<file path="src/rtl/mult_pkg.sv">
// Shared types and helpers for the sequential array multiplier.
//   state_e     : controller state encoding (IDLE, BUSY, DONE)
//   steps()     : number of BUSY cycles for a given width/radix
//   cnt_bits()  : counter width for n states, never less than 1
//   neg_w()     : two's-complement negation modulo 2^width
//   abs_w()     : magnitude of a width-bit value (identity when unsigned)
// Helpers work on MAX_W-bit containers; callers zero-extend in and size-cast out.
package mult_pkg;

  localparam int MAX_W = 64;

  typedef enum logic [1:0] {
    IDLE = 2'd0,
    BUSY = 2'd1,
    DONE = 2'd2
  } state_e;

  function automatic int steps(input int width, input int radix);
    return width / radix;
  endfunction

  function automatic int cnt_bits(input int n);
    return (n > 1) ? $clog2(n) : 1;
  endfunction

  function automatic logic [MAX_W-1:0] width_mask(input int width);
    return (width >= MAX_W) ? {MAX_W{1'b1}} : ((64'd1 << width) - 64'd1);
  endfunction

  function automatic logic [MAX_W-1:0] neg_w(input logic [MAX_W-1:0] x, input int width);
    return (~x + 64'd1) & width_mask(width);
  endfunction

  // The most negative value maps onto itself, which is its correct unsigned magnitude.
  function automatic logic [MAX_W-1:0] abs_w(input logic [MAX_W-1:0] x, input int width,
                                             input logic is_signed);
    return (is_signed && x[width-1]) ? neg_w(x, width) : (x & width_mask(width));
  endfunction

endpackage

</file>
<file path="src/rtl/mult_array_slice.sv">
// One combinational slice of the array multiplier.
//   acc_in  : running 2*WIDTH-bit accumulator
//   a       : WIDTH-bit multiplicand magnitude
//   b_slice : RADIX multiplier bits retired in this slice
//   shift   : bit weight of b_slice[0] within the full multiplier
//   acc_out : acc_in + ((a * b_slice) << shift)
// Each multiplier bit gates a row of AND cells; rows are summed one after
// another at increasing weight, then the slice result is added into acc_in.
module mult_array_slice #(
  parameter int WIDTH = 16,
  parameter int RADIX = 4,
  parameter int SH_W  = 6
) (
  input  logic [2*WIDTH-1:0] acc_in,
  input  logic [WIDTH-1:0]   a,
  input  logic [RADIX-1:0]   b_slice,
  input  logic [SH_W-1:0]    shift,
  output logic [2*WIDTH-1:0] acc_out
);

  localparam int PW    = WIDTH + RADIX;
  localparam int ACC_W = 2 * WIDTH;

  logic [PW-1:0]    pp_s;
  logic [PW-1:0]    row_sum_s;
  logic [ACC_W-1:0] slice_ext_s;

  // AND-gate partial-product rows, accumulated row by row
  always_comb begin
    row_sum_s = {PW{1'b0}};
    pp_s      = {PW{1'b0}};
    for (int r = 0; r < RADIX; r++) begin
      pp_s             = {PW{1'b0}};
      pp_s[r +: WIDTH] = a & {WIDTH{b_slice[r]}};
      row_sum_s        = row_sum_s + pp_s;
    end
  end

  // Place the slice product at its weight and add it into the accumulator
  always_comb begin
    slice_ext_s           = {ACC_W{1'b0}};
    slice_ext_s[PW-1:0]   = row_sum_s;
    acc_out               = acc_in + (slice_ext_s << shift);
  end

endmodule

</file>
<file path="src/rtl/mult_seq_array.sv">
// Iterative WIDTH x WIDTH array multiplier, signed or unsigned per operation.
// Operands are converted to magnitudes on accept; each BUSY cycle retires
// RADIX multiplier bits through one mult_array_slice; the sign is applied to
// the final sum as it is written into P.
//   clk, rst_n           : clock, asynchronous active-low reset
//   in_valid / in_ready  : operand handshake (ready only in IDLE)
//   A, B, is_signed      : operands, sampled on the accept edge only
//   out_valid / out_ready: result handshake (valid only in DONE)
//   P                    : 2*WIDTH-bit product, held until the next result
module mult_seq_array
  import mult_pkg::*;
#(
  parameter int WIDTH = 16,
  parameter int RADIX = 4
) (
  input  logic               clk,
  input  logic               rst_n,
  input  logic               in_valid,
  output logic               in_ready,
  input  logic [WIDTH-1:0]   A,
  input  logic [WIDTH-1:0]   B,
  input  logic               is_signed,
  output logic               out_valid,
  input  logic               out_ready,
  output logic [2*WIDTH-1:0] P
);

  localparam int STEPS = steps(WIDTH, RADIX);
  localparam int CNT_W = cnt_bits(STEPS);
  localparam int ACC_W = 2 * WIDTH;
  localparam int SH_W  = $clog2(ACC_W) + 1;

  generate
    if ((WIDTH % RADIX) != 0 || ACC_W > MAX_W) begin : g_bad_params
      $error("mult_seq_array: WIDTH must be a multiple of RADIX and at most MAX_W/2");
    end
  endgenerate

  state_e            state_r;
  state_e            state_next_s;
  logic [CNT_W-1:0]  step_r;
  logic [SH_W-1:0]   shift_r;
  logic [WIDTH-1:0]  a_mag_r;
  logic [WIDTH-1:0]  b_sh_r;
  logic              neg_r;
  logic [ACC_W-1:0]  acc_r;
  logic [ACC_W-1:0]  p_r;

  logic              in_ready_s;
  logic              out_valid_s;
  logic              accept_s;
  logic              last_step_s;
  logic [WIDTH-1:0]  a_mag_s;
  logic [WIDTH-1:0]  b_mag_s;
  logic              neg_s;
  logic [ACC_W-1:0]  acc_next_s;
  logic [ACC_W-1:0]  p_fix_s;

  // State register
  always_ff @(posedge clk or negedge rst_n) begin
    if (!rst_n) begin
      state_r <= IDLE;
    end else begin
      state_r <= state_next_s;
    end
  end

  // Next-state logic
  always_comb begin
    state_next_s = state_r;
    case (state_r)
      IDLE: begin
        if (in_valid) state_next_s = BUSY;
        else          state_next_s = IDLE;
      end
      BUSY: begin
        if (last_step_s) state_next_s = DONE;
        else             state_next_s = BUSY;
      end
      DONE: begin
        if (out_ready) state_next_s = IDLE;
        else           state_next_s = DONE;
      end
      default: state_next_s = IDLE;
    endcase
  end

  // Handshake outputs decoded from the state register
  always_comb begin
    in_ready_s  = 1'b0;
    out_valid_s = 1'b0;
    case (state_r)
      IDLE:    in_ready_s  = 1'b1;
      BUSY:    in_ready_s  = 1'b0;
      DONE:    out_valid_s = 1'b1;
      default: begin
        in_ready_s  = 1'b0;
        out_valid_s = 1'b0;
      end
    endcase
  end

  assign in_ready  = in_ready_s;
  assign out_valid = out_valid_s;
  assign P         = p_r;

  // Operand conditioning: magnitudes, result sign, step bookkeeping
  always_comb begin
    accept_s    = in_valid & in_ready_s;
    last_step_s = (step_r == CNT_W'(STEPS - 1));
    a_mag_s     = WIDTH'(abs_w(MAX_W'(A), WIDTH, is_signed));
    b_mag_s     = WIDTH'(abs_w(MAX_W'(B), WIDTH, is_signed));
    neg_s       = is_signed & (A[WIDTH-1] ^ B[WIDTH-1]);
  end

  mult_array_slice #(
    .WIDTH (WIDTH),
    .RADIX (RADIX),
    .SH_W  (SH_W)
  ) u_slice (
    .acc_in  (acc_r),
    .a       (a_mag_r),
    .b_slice (b_sh_r[RADIX-1:0]),
    .shift   (shift_r),
    .acc_out (acc_next_s)
  );

  // Sign fix-up of the final sum, modulo 2^ACC_W
  always_comb begin
    if (neg_r) p_fix_s = ACC_W'(neg_w(MAX_W'(acc_next_s), ACC_W));
    else       p_fix_s = acc_next_s;
  end

  // Operand, accumulator and result registers
  always_ff @(posedge clk or negedge rst_n) begin
    if (!rst_n) begin
      step_r  <= {CNT_W{1'b0}};
      shift_r <= {SH_W{1'b0}};
      a_mag_r <= {WIDTH{1'b0}};
      b_sh_r  <= {WIDTH{1'b0}};
      neg_r   <= 1'b0;
      acc_r   <= {ACC_W{1'b0}};
      p_r     <= {ACC_W{1'b0}};
    end else if (accept_s) begin
      step_r  <= {CNT_W{1'b0}};
      shift_r <= {SH_W{1'b0}};
      a_mag_r <= a_mag_s;
      b_sh_r  <= b_mag_s;
      neg_r   <= neg_s;
      acc_r   <= {ACC_W{1'b0}};
    end else if (state_r == BUSY) begin
      step_r  <= step_r + CNT_W'(1);
      shift_r <= shift_r + SH_W'(RADIX);
      b_sh_r  <= b_sh_r >> RADIX;
      acc_r   <= acc_next_s;
      if (last_step_s) begin
        p_r <= p_fix_s;
      end else begin
        p_r <= p_r;
      end
    end else begin
      acc_r <= acc_r;
    end
  end

endmodule

</file>
<file path="config.mk">
export PLATFORM = sky130hd
export DESIGN_NAME = mult_seq_array
export DESIGN_NICKNAME = d
export VERILOG_FILES = /design/src/rtl/mult_pkg.sv /design/src/rtl/mult_array_slice.sv /design/src/rtl/mult_seq_array.sv
export SDC_FILE = /design/constraint.sdc
export NUM_CORES = 1
export LEC_CHECK = 0
export ABC_AREA = 0
export ABC_CLOCK_PERIOD_IN_PS = 9100
export BUFFER_PORTS_ARGS = -buffer_cell sky130_fd_sc_hd__buf_2
export CORE_UTILIZATION = 62
export DETAILED_ROUTE_END_ITERATION = 10
export PLACE_DENSITY = 0.9
export SYNTH_ARGS = -nofsm -noshare
export SYNTH_HDL_FRONTEND = slang
export SYNTH_SLANG_ARGS = --single-unit
</file>
<file path="constraint.sdc">
create_clock -name clk -period 9.1 [get_ports clk]
set_clock_uncertainty 0.15 [all_clocks]
set_input_delay 0.455 -clock clk [delete_from_list [all_inputs] [get_ports clk]]
set_output_delay 0.455 -clock clk [all_outputs]
set_load 0.03 [all_outputs]
</file>
After elaboration in Yosys (flattened, before gate mapping)
Cells that the tools add are included.

Eq/ne operators: 3. Add/sub/neg operators: 9. Multiplexer cells: 17. Shift-type cells: 1. Bitwise gates (word level): 11. Reductions and logical operators: 5.

Operators with widths (count): two-way mux 32 bit (3); AND 16 bit (4); two-way mux 16 bit (4); adder 16 x 1 -> 16 bit (second input constant) (2); adder 32 x 1 -> 32 bit (second input constant) (1); adder 32 bit (1); inverter 16 bit (2); inverter 32 bit (1); left shift 20 x 6 -> 32 bit (1); adder 20 x 18 -> 20 bit (1); adder 20 x 19 -> 20 bit (1); adder 16 x 17 -> 18 bit (1); two-way mux 6 bit (2); two-way mux 2 bit (4); adder 6 x 3 -> 6 bit (second input constant) (1); case mux 2 bit (3 select lines) (1); == test 2 bit (second input constant) (2); two-way mux 1 bit (3); AND reduction 3 bit (1); adder 2 x 1 -> 2 bit (second input constant) (1); AND 1 bit (2); == test 2 x 1 -> 1 bit (second input constant) (1); logical AND 1 bit (2); zero test 2 bit (1); 3 further kinds (3).

Output and inout bits: 34. Logic and storage cells: 54. Bits of input ports: 37. Register bits: 107.

Longest topological paths before layout
Gate-level depths: netlist of the first run.

Word-level depth: 9. Depth in mapped cells: 40. Depth with buffers taken out: 40.

Cells and area by module
From an unflattened synthesis of the first run, not the netlist that was laid out.

Cells, all modules: 1282. Area total of the unflattened synthesis: 10254.8 um^2.

By module, submodules not included: mult_seq_array (cells an instance 592, area each 5357.6 um^2, times used 1, seq. area each 2627.5 um^2); mult_array_slice (cells an instance 690, area each 4897.2 um^2, times used 1, seq. area each 0.0 um^2).

Worst setup path after synthesis of the first run
Ideal clock, no wire load.

Path type: register to register. Start: reg b_sh_r[0]. End: reg p_r[31], in the netlist P[31]. Setup time: 0.121 ns. Cell stages (with the launch flop): 36. Buffers on the path: 2. Arrival: 7.777 ns. Required time: 8.829 ns. Setup slack: 1.052 ns. Cell sequence: dfrtp_1 -> clkbuf_1 -> nand2_1 -> inv_1 -> ha_1 -> a21o_1 -> a21oi_1 -> o21ai_0 -> a21oi_1 -> o21ai_0 -> a211o_1 -> a21oi_1 -> xor2_1 -> fa_1 -> inv_1 -> ha_1 -> nand3_1 -> or3b_2 -> a31oi_1 -> a21o_1 -> a21oi_1 -> xnor2_1 -> o21ai_0 -> o32ai_1 -> ha_1 -> clkbuf_1 -> a211oi_1 -> o21bai_1 -> or3_2 -> o211ai_4 -> o41ai_2 -> or3_1 -> or3b_4 -> o41a_1 -> xnor2_1 -> o21ai_1.

Word-level cells in the longest chain between the ends: 9.

RTL lines: start: declaration (line mult_seq_array.sv:44) `logic [WIDTH-1:0] b_sh_r;`; start signal: assignment (line mult_seq_array.sv:140) `b_sh_r <= {WIDTH{1'b0}};`; start signal: assignment (line mult_seq_array.sv:148) `b_sh_r <= b_mag_s;`; start signal: assignment (line mult_seq_array.sv:154) `b_sh_r <= b_sh_r >> RADIX;`; AND 16 bit (*) (line mult_array_slice.sv:34) `pp_s[r +: WIDTH] = a & {WIDTH{b_slice[r]}};`; adder 16 x 17 -> 18 bit (*) (line mult_array_slice.sv:35) `row_sum_s = row_sum_s + pp_s;`; adder 20 x 18 -> 20 bit (*) (line mult_array_slice.sv:35); adder 20 x 19 -> 20 bit (*) (line mult_array_slice.sv:35); left shift 20 x 6 -> 32 bit (*) (line mult_array_slice.sv:43) `acc_out = acc_in + (slice_ext_s << shift);`; adder 32 bit (*) (line mult_array_slice.sv:43); inverter 32 bit (line mult_pkg.sv:31) `return (~x + 64'd1) & width_mask(width);`; adder 32 x 1 -> 32 bit (line mult_pkg.sv:31); two-way mux 32 bit (*) (line mult_seq_array.sv:130) `if (neg_r) p_fix_s = ACC_W'(neg_w(MAX_W'(acc_next_s), ACC_W));`; end signal: assignment (line mult_seq_array.sv:143) `p_r <= {ACC_W{1'b0}};`; end signal: assignment (line mult_seq_array.sv:157) `p_r <= p_fix_s;`; end signal: assignment (line mult_seq_array.sv:159) `p_r <= p_r;`; end: declaration (line mult_seq_array.sv:47) `logic [ACC_W-1:0] p_r;`.

Mark *: on every way between the ends. The rest lies on a longest branch, timed or not. A chain may end at the register's enable or synchronous reset.

Worst setup path in the final report of the first run
Start: reg a_mag_r[0]. End: reg p_r[31], in the netlist P[31].

Word-level cells in the longest chain between the ends: 9. Elaborated cells between the ends (all ways): 12. Those cells by class: add/sub (5); shift (1); mux (1); bitwise (5).

RTL lines: start: declaration (line mult_seq_array.sv:43) `logic [WIDTH-1:0] a_mag_r;`; start signal: assignment (line mult_seq_array.sv:139) `a_mag_r <= {WIDTH{1'b0}};`; start signal: assignment (line mult_seq_array.sv:147) `a_mag_r <= a_mag_s;`; AND 16 bit (line mult_array_slice.sv:34); adder 16 x 17 -> 18 bit (line mult_array_slice.sv:35); adder 20 x 18 -> 20 bit (line mult_array_slice.sv:35); adder 20 x 19 -> 20 bit (*) (line mult_array_slice.sv:35); left shift 20 x 6 -> 32 bit (*) (line mult_array_slice.sv:43); adder 32 bit (*) (line mult_array_slice.sv:43); inverter 32 bit (line mult_pkg.sv:31); adder 32 x 1 -> 32 bit (line mult_pkg.sv:31); two-way mux 32 bit (*) (line mult_seq_array.sv:130).

Marked as above.

==> metrics, run 1 <==
commonest non-fill, non-tap cell in the layout nand2_1; initial antenna violation count 0; Worst setup EP type register; IO Port Bufs 70; Root Buffer clkbuf_16; final core utilization 70.2%; per-instance average area after synthesis 7.97 sq um; post-synthesis net count 1358; Initial Util 64.0%; routability congestion estimate 0.964; DR vias/cell 6.19; post-synthesis cell count 1235; Warnings, synthesis 0; core area 15400 sq um; GRT Total Usage 32.0%; Rows 45; Fmax achieved 115 MHz; first-pass GRT wire length 41800 um; CP bufs+invs 2; Unique masters post-synth 84; Async SR Flop Fraction 100%; clock slew at reported path FFs 0.08 ns; Critical Path AT 8.77 ns; nets 1402; TritonCTS buffer count 9; max-slew violations 0; 1st-pass router iterations 6; H-tree level count 3; CP required 9.16 ns; die area 16400 sq um; Slew @ Worst Pin 1.07 ns; final worst path period need 8.71 ns; initial DRC count 890; largest net degree at the start of global routing 74; placed cell area 10300 sq um; grt ovf 0; ANT cells 0; Final Hold Fails 0; clock latency on the worst-skew pair 0.37 ns; final instance area 10800 sq um; vias in the first global route 8721; most frequent cells in the layout nand2_1 (169), o21ai_0 (108), dfrtp_1 (102), nor2_1 (86), buf_2 (69); Seq cells post-synth 105; worst hold slack 0.141 ns; clock sinks 105; worst rel slew slack 28.4%; total length of routed wires 25700 um; EDFF count, synth 0; Synth Flop Type dfrtp_1; Synth Cell Area 9840 sq um; final worst-path cycle share 95.7%; Die H 128 um; critical path launch point type register; CP most frequent cell o21ai_1; die span in x 128 um; antenna viol nets, final 0; io pins 71; delay-heaviest family, CP compound AO/OA/AOI/OAI gates; run status complete, no violations; Max Cap Violations 0; Setup violations, final 0; Max clock buf depth 2; critical-path maximum fanout 6; Fillers 1177; vias 9252; worst setup path category reg2reg; Seq/Total Area, Yosys 26.7%; placed wire-length estimate 19000 um; DR DRC count 0; Worst path slowest cell fa_1; share of cells above drive strength 1 13.0%; HP Class in2reg; WL/cell 17.2 um; Worst path max stage delay 0.53 ns; area grow syn2layout 9.66%; CTS tree built
## per-layer routing
metal / GRT usage, % / vias up / wire [um]
met5: 0 / - / 0
met4: 15.3 / 0 / 1040
met3: 5.93 / 80 / 1690
met2: 51.8 / 368 / 11800
met1: 41.4 / 4367 / 11100
li1: - / 4437 / -
## cell type report
cell class | count | area (sq um) | share of cell area, %
Sequential cell | 105 | 2630 | 24.4
Clock buffer | 10 | 239 | 2.21
Tap cell | 211 | 264 | 2.45
Inverter | 65 | 244 | 2.26
Timing Repair Buffer | 89 | 498 | 4.61
Clock inverter | 6 | 65.1 | 0.603
Multi-Input combinational cell | 1009 | 6850 | 63.5
## stage by stage
step	worst slack (ns)	setup TNS (ns)	cells
final	0.395	0	1495
after global routing	-0.0553	-0.0553	1495
after CTS	0.0869	0	1488
after detailed placement	0.0666	0	1471
after global placement	0.390	0	1471
after floorplan	1.05	0	1235
## path summary, 6_finish.rpt
| path | startpoint | end | slack (ns) | depth (start not counted) |
|---|---|---|---|---|
| worst max-delay path | a_mag_r[0] | P[31] | 0.39 | 37 |
| worst min-delay path | out_ready | state_r[1] | 0.14 | 2 |
| worst max register to register | a_mag_r[0] | P[31] | 0.39 | 37 |
| worst min register to register | P[26] | P[26] | 0.33 | 2 |
| max in group asynchronous | rst_n | b_sh_r[0] | 7.05 | 3 |
| min in group asynchronous | rst_n | P[26] | 0.42 | 2 |
## repair_timing
item                                    CTS  global route
buffers inserted                          0             7
resized for setup                         2            32
endpoints found under the setup margin    2            10
hold buffers                              1             0
pin swaps                                 0             5
endpoints found under the hold margin    32             0
## cells in the mapped netlist, drive strengths merged, types with 11 or more instances
cell type	number	area share, %
dfrtp	105	27
xor2	45	4.0
nand3	40	2.1
o21ai	128	6.6
a31oi	18	1.1
a22o	13	1.2
nor2b	11	0.70
nor2	87	3.3
nor3	31	1.6
fa	18	3.7
mux2i	14	1.4
a21o	22	1.7
nand2	173	6.6
o31ai	17	1.3
clkbuf	44	1.8
nand2b	13	0.83
xnor2	62	5.5
ha	68	8.6
inv	65	2.5
and2	41	2.6
buf	12	0.86
a211oi	13	0.99
a21oi	63	3.4
## registers in the layout, summed over array words and instances, names as in the netlist
signal	count
shift_r	4
neg_r	1
a_mag_r	16
b_sh_r	16
state_r	2
step_r	2
P	32
acc_r	32
## kinds of logic after synthesis
| family | count (synthesis) | synth area share, % |
|---|---|---|
| and+or+nand+nor | 457 | 22.2 |
| xor gates and xnor gates | 107 | 9.52 |
| muxes | 16 | 1.65 |
| DFF | 105 | 26.7 |
| AOI/OAI and AO/OA | 343 | 22.5 |
| adders and majority gates | 86 | 12.3 |
| buffers and inverters | 121 | 5.14 |
Power of run 1 is not shown: default switching activity piles up to over one toggle a cycle in this logic, so the estimate is an artifact.
==> inputs of run 2 (changes only) <==
REMOVE_ABC_BUFFERS = 1   (was not set)
==> metrics, run 2 (same netlist as run 1, synthesis figures left out) <==
ANT cells 0 (unchanged); Final Hold Fails 0 (unchanged); share of cells above drive strength 1 12.5% (-0.46 points); run status complete, no violations; TritonCTS buffer count 9 (unchanged); clock slew at reported path FFs 0.08 ns (about the same); Initial Util 64.0% (unchanged); GRT Total Usage 29.6% (-2.4 points); final worst path period need 8.79 ns (+0.0821 ns); R2R Setup Slk 0.31 ns (-0.08 ns); min-delay src out_ready; DR DRC count 0 (unchanged); H-tree level count 3 (unchanged); placed cells 1470 (-0.068%); Worst path max stage delay 0.57 ns (+0.04 ns); worst r2r src b_sh_r[0]; Max Cap Violations 0 (unchanged); worst rel slew slack 32.0% (+3.6 points); area grow syn2layout 8.92%; clock latency on the worst-skew pair 0.37 ns (about the same); vias in the first global route 8378 (-3.9%); first-pass GRT wire length 39000 um (-6.6%); Max clock buf depth 2 (unchanged); nets 1401 (-0.071%); die span in x 128 um (unchanged); critical-path maximum fanout 9 (+3); IO Port Bufs 70 (unchanged); vias 8921 (-3.6%); Fmax achieved 114 MHz (-0.93%); Worst path slowest cell or4_1; Rows 45 (unchanged); Cell Count, Final, Fillers Out 1494 (-0.067%); Critical Path AT 8.84 ns (+0.07 ns); WL/cell 15.8 um (-7.8%); HP Class in2reg; most frequent cells in the layout nand2_1 (170), o21ai_0 (109), dfrtp_1 (101), nor2_1 (86), buf_2 (70); placed wire-length estimate 17700 um (-6.8%); Slew @ Worst Pin 1.02 ns (-0.0572 ns); critical path launch point type register; clock sinks 105 (unchanged); commonest non-fill, non-tap cell in the layout nand2_1; worst hold slack 0.118 ns (-0.0224 ns); hold-critical path endpoint state_r[1]; routability congestion estimate 0.942 (-2.4%); largest net degree at the start of global routing 72 (-2.7%); CP most frequent cell o21ai_1; r2r worst-path depth 37 (unchanged); CP required 9.16 ns (about the same); Critical R2R Capture P[31]; Worst setup EP type register; core area 15400 sq um (unchanged); die area 16400 sq um (unchanged); Min-Delay Path Depth 2 (unchanged); Root Buffer clkbuf_16; 1st-pass router iterations 6 (unchanged); CTS tree built; initial antenna violation count 0 (unchanged); worst setup path category reg2reg; Die H 128 um (unchanged); DR vias/cell 5.97 (-3.5%); max-slew violations 0 (unchanged); total length of routed wires 23700 um (-7.9%); antenna viol nets, final 0 (unchanged); initial DRC count 657 (-26%); Setup violations, final 0 (unchanged); Fillers 1244 (+5.7%); final worst-path cycle share 96.6% (+0.90 points); io pins 71 (unchanged); grt ovf 0 (unchanged)
## run 2: critical path, delay by kind of cell (launching register included)
kind | cells | cell delay (ns)
compound gates | 16 | 2.73
simple gates | 10 | 2.63
fa+ha+maj | 5 | 1.83
flops | 1 | 0.47
xor+xnor | 3 | 0.45
mux | 1 | 0.29
buf+inv | 2 | 0.10
## run 2: stage by stage
step / setup WS, ns / util (%) / setup TNS, ns / cell area, sq um
final: 0.313 / 69.8 / 0 / 10700
after global routing: -0.126 / 69.8 / -0.204 / 10700
after CTS: 0.0637 / 69.0 / 0 / 10600
after detailed placement: 0.00415 / 66.9 / 0 / 10300
after global placement: 0.356 / 66.9 / 0 / 10300
after floorplan: 0.977 / - / 0 / 9580
## run 2: timing repair
action	CTS	global route
setup buffers	0	7
hold endpoints to repair	38	0
endpoints found under the setup margin	1	10
hold buffers	1	0
resized for setup	1	22
pin swaps	0	5
## run 2: layout make-up
cell class	instances	area (sq um)	share of cell area, %
Tap cell	211	264	2.46
Clock buffer	10	239	2.23
Sequential cell	105	2630	24.6
Timing Repair Buffer	88	485	4.53
Inverter	65	244	2.28
Clock inverter	6	71.3	0.665
Multi-Input combinational cell	1009	6790	63.3
## run 2: worst max path at each step
stage | start | end | slack, ns
after global placement | b_sh_r[0] | P[31] | 0.36
final | b_sh_r[0] | P[31] | 0.31
after floorplan | b_sh_r[0] | P[31] | 0.98
after CTS | b_sh_r[1] | P[31] | 0.06
after detailed placement | b_sh_r[0] | P[31] | 0.004
after global routing | b_sh_r[0] | P[31] | -0.13
## run 2: layer usage
layer / global-route usage [%] / part of all wire [%] / wire [um]
met4: 11.3 / 2.8 / 658
met1: 37.1 / 44 / 10300
met2: 51.8 / 49 / 11500
met3: 3.96 / 4.9 / 1160
met5: 0 / 0 / 0
Power of run 2 is left out for the same reason.
==> inputs of run 3 (changes only) <==
PLACE_DENSITY = 0.82   (was 0.9)
==> metrics, run 3 (same netlist as run 1, synthesis figures left out) <==
run status complete, no violations; Slew @ Worst Pin 1.00 ns (-0.0160 ns); area grow syn2layout 9.25%; initial DRC count 625 (-4.9%); critical-path maximum fanout 7 (-2); Root Buffer clkbuf_16; Setup violations, final 0 (unchanged); GRT Total Usage 29.2% (-0.41 points); largest net degree at the start of global routing 75 (+4.2%); worst rel slew slack 33.1% (+1.1 points); placed wire-length estimate 17500 um (-1.1%); placed cells 1473 (+0.20%); final worst-path cycle share 94.8% (-1.7 points); Initial Util 64.0% (unchanged); Worst path max stage delay 0.53 ns (-0.04 ns); Max clock buf depth 2 (unchanged); first-pass GRT wire length 38400 um (-1.7%); WL/cell 15.3 um (-3.6%); DP Worst Slack 0.0613 ns (+0.0571 ns); TritonCTS buffer count 9 (unchanged); routability congestion estimate 0.951 (+0.96%); vias 8781 (-1.6%); worst setup path category reg2reg; critical path launch point type register; CTS tree built; stages on the worst setup path 35 (-5.4%); DR DRC count 0 (unchanged); Worst path slowest cell fa_1; total length of routed wires 22800 um (-3.5%); clock slew at reported path FFs 0.08 ns (about the same); H-tree level count 3 (unchanged); Worst setup EP type register; Fmax achieved 116 MHz (+1.8%); die area 16400 sq um (unchanged); IO Port Bufs 70 (unchanged); HP Class in2reg; CP bufs+invs 2 (unchanged); Rows 45 (unchanged); CP required 9.17 ns (about the same); vias in the first global route 8235 (-1.7%); clock sinks 105 (unchanged); initial antenna violation count 0 (unchanged); Die H 128 um (unchanged); grt ovf 0 (unchanged); Critical Path AT 8.70 ns (-0.14 ns); final worst path period need 8.63 ns (-0.158 ns); commonest non-fill, non-tap cell in the layout nand2_1; Final WS setup 0.471 ns (+0.158 ns); clock latency on the worst-skew pair 0.37 ns (about the same); Min-Delay Path Depth 2 (unchanged); nets 1403 (+0.14%); io pins 71 (unchanged); most frequent cells in the layout nand2_1 (169), o21ai_0 (108), dfrtp_1 (103), nor2_1 (86), buf_2 (69); die span in x 128 um (unchanged); max-slew violations 0 (unchanged); share of cells above drive strength 1 12.8% (+0.29 points); 1st-pass router iterations 5 (-1); Max Cap Violations 0 (unchanged); ANT cells 0 (unchanged); antenna viol nets, final 0 (unchanged); Cell Count, Final, Fillers Out 1496 (+0.13%); Final Hold Fails 0 (unchanged); r2r worst-path depth 35 (-5.4%); DR vias/cell 5.87 (-1.7%); delay-heaviest family, CP compound AO/OA/AOI/OAI gates; core area 15400 sq um (unchanged)
-- run 3: cell count changes in the layout (fill, tap and decap cells not counted), moves of 2 or more --
cell	before	now
o31ai_2	0	2
inv_8	1	3
ha_1	65	67
xnor2_1	61	59
dfrtp_1	101	103
buf_4	16	19
dfrtp_2	4	2
xnor2_2	1	3
ha_2	3	1
o31ai_1	17	15
-- run 3: timing repair --
item                                   in CTS  in global routing
resized for setup                           0                 26
hold buffers                                1                  0
endpoints found under the hold margin      31                  0
setup endpoints to repair                   0                 12
setup buffers                               0                  6
-- run 3: stage by stage --
step	hold slack [ns]	instance area, sq um	util, %	setup TNS [ns]
floorplan	0.00941	9580	-	0
finish	0.114	10800	70.0	0
global route	0.103	10800	70.0	-0.0637
CTS	0.109	10600	69.1	0
detailed placement	0.266	10300	67.0	0
global placement	0.264	10300	67.0	0
-- run 3: worst paths after layout --
path,start,endpoint,slack [ns]
min in group asynchronous,rst_n,P[5],0.41
worst max-delay path,b_sh_r[0],P[31],0.47
worst min-delay path,out_ready,state_r[1],0.11
worst max register to register,b_sh_r[0],P[31],0.47
max in group asynchronous,rst_n,shift_r[3],7.14
worst min register to register,P[10],P[10],0.32
-- run 3: per-layer routing --
metal	up-vias	GRT usage, %	part of all wire, %
li1	4441	-	-
met1	4071	37.7	46
met2	226	50.0	48
met3	43	3.34	4.0
met4	0	11.5	2.1
met5	-	0	0
-- run 3: cell type report --
type | count | area [sq um]
clock inverters | 7 | 75.1
repair buffers | 90 | 503
fillers | 1316 | 4620
inverters | 65 | 244
well taps | 211 | 264
flip-flops and latches | 105 | 2630
clock buffers | 9 | 225
multi-input cells | 1009 | 6810
-- run 3: worst reg2reg max path: cells and delay by family, from the launching register on --
family                   cells  cell delay (ns)
AO/OA/AOI/OAI               19             3.43
AND/OR/NAND/NOR              7             2.19
XOR/XNOR                     2             0.33
adder cells (fa/ha/maj)      5             1.85
buffers and inverters        2             0.09
flip-flops                   1             0.44
Power of run 3 is left out for the same reason.
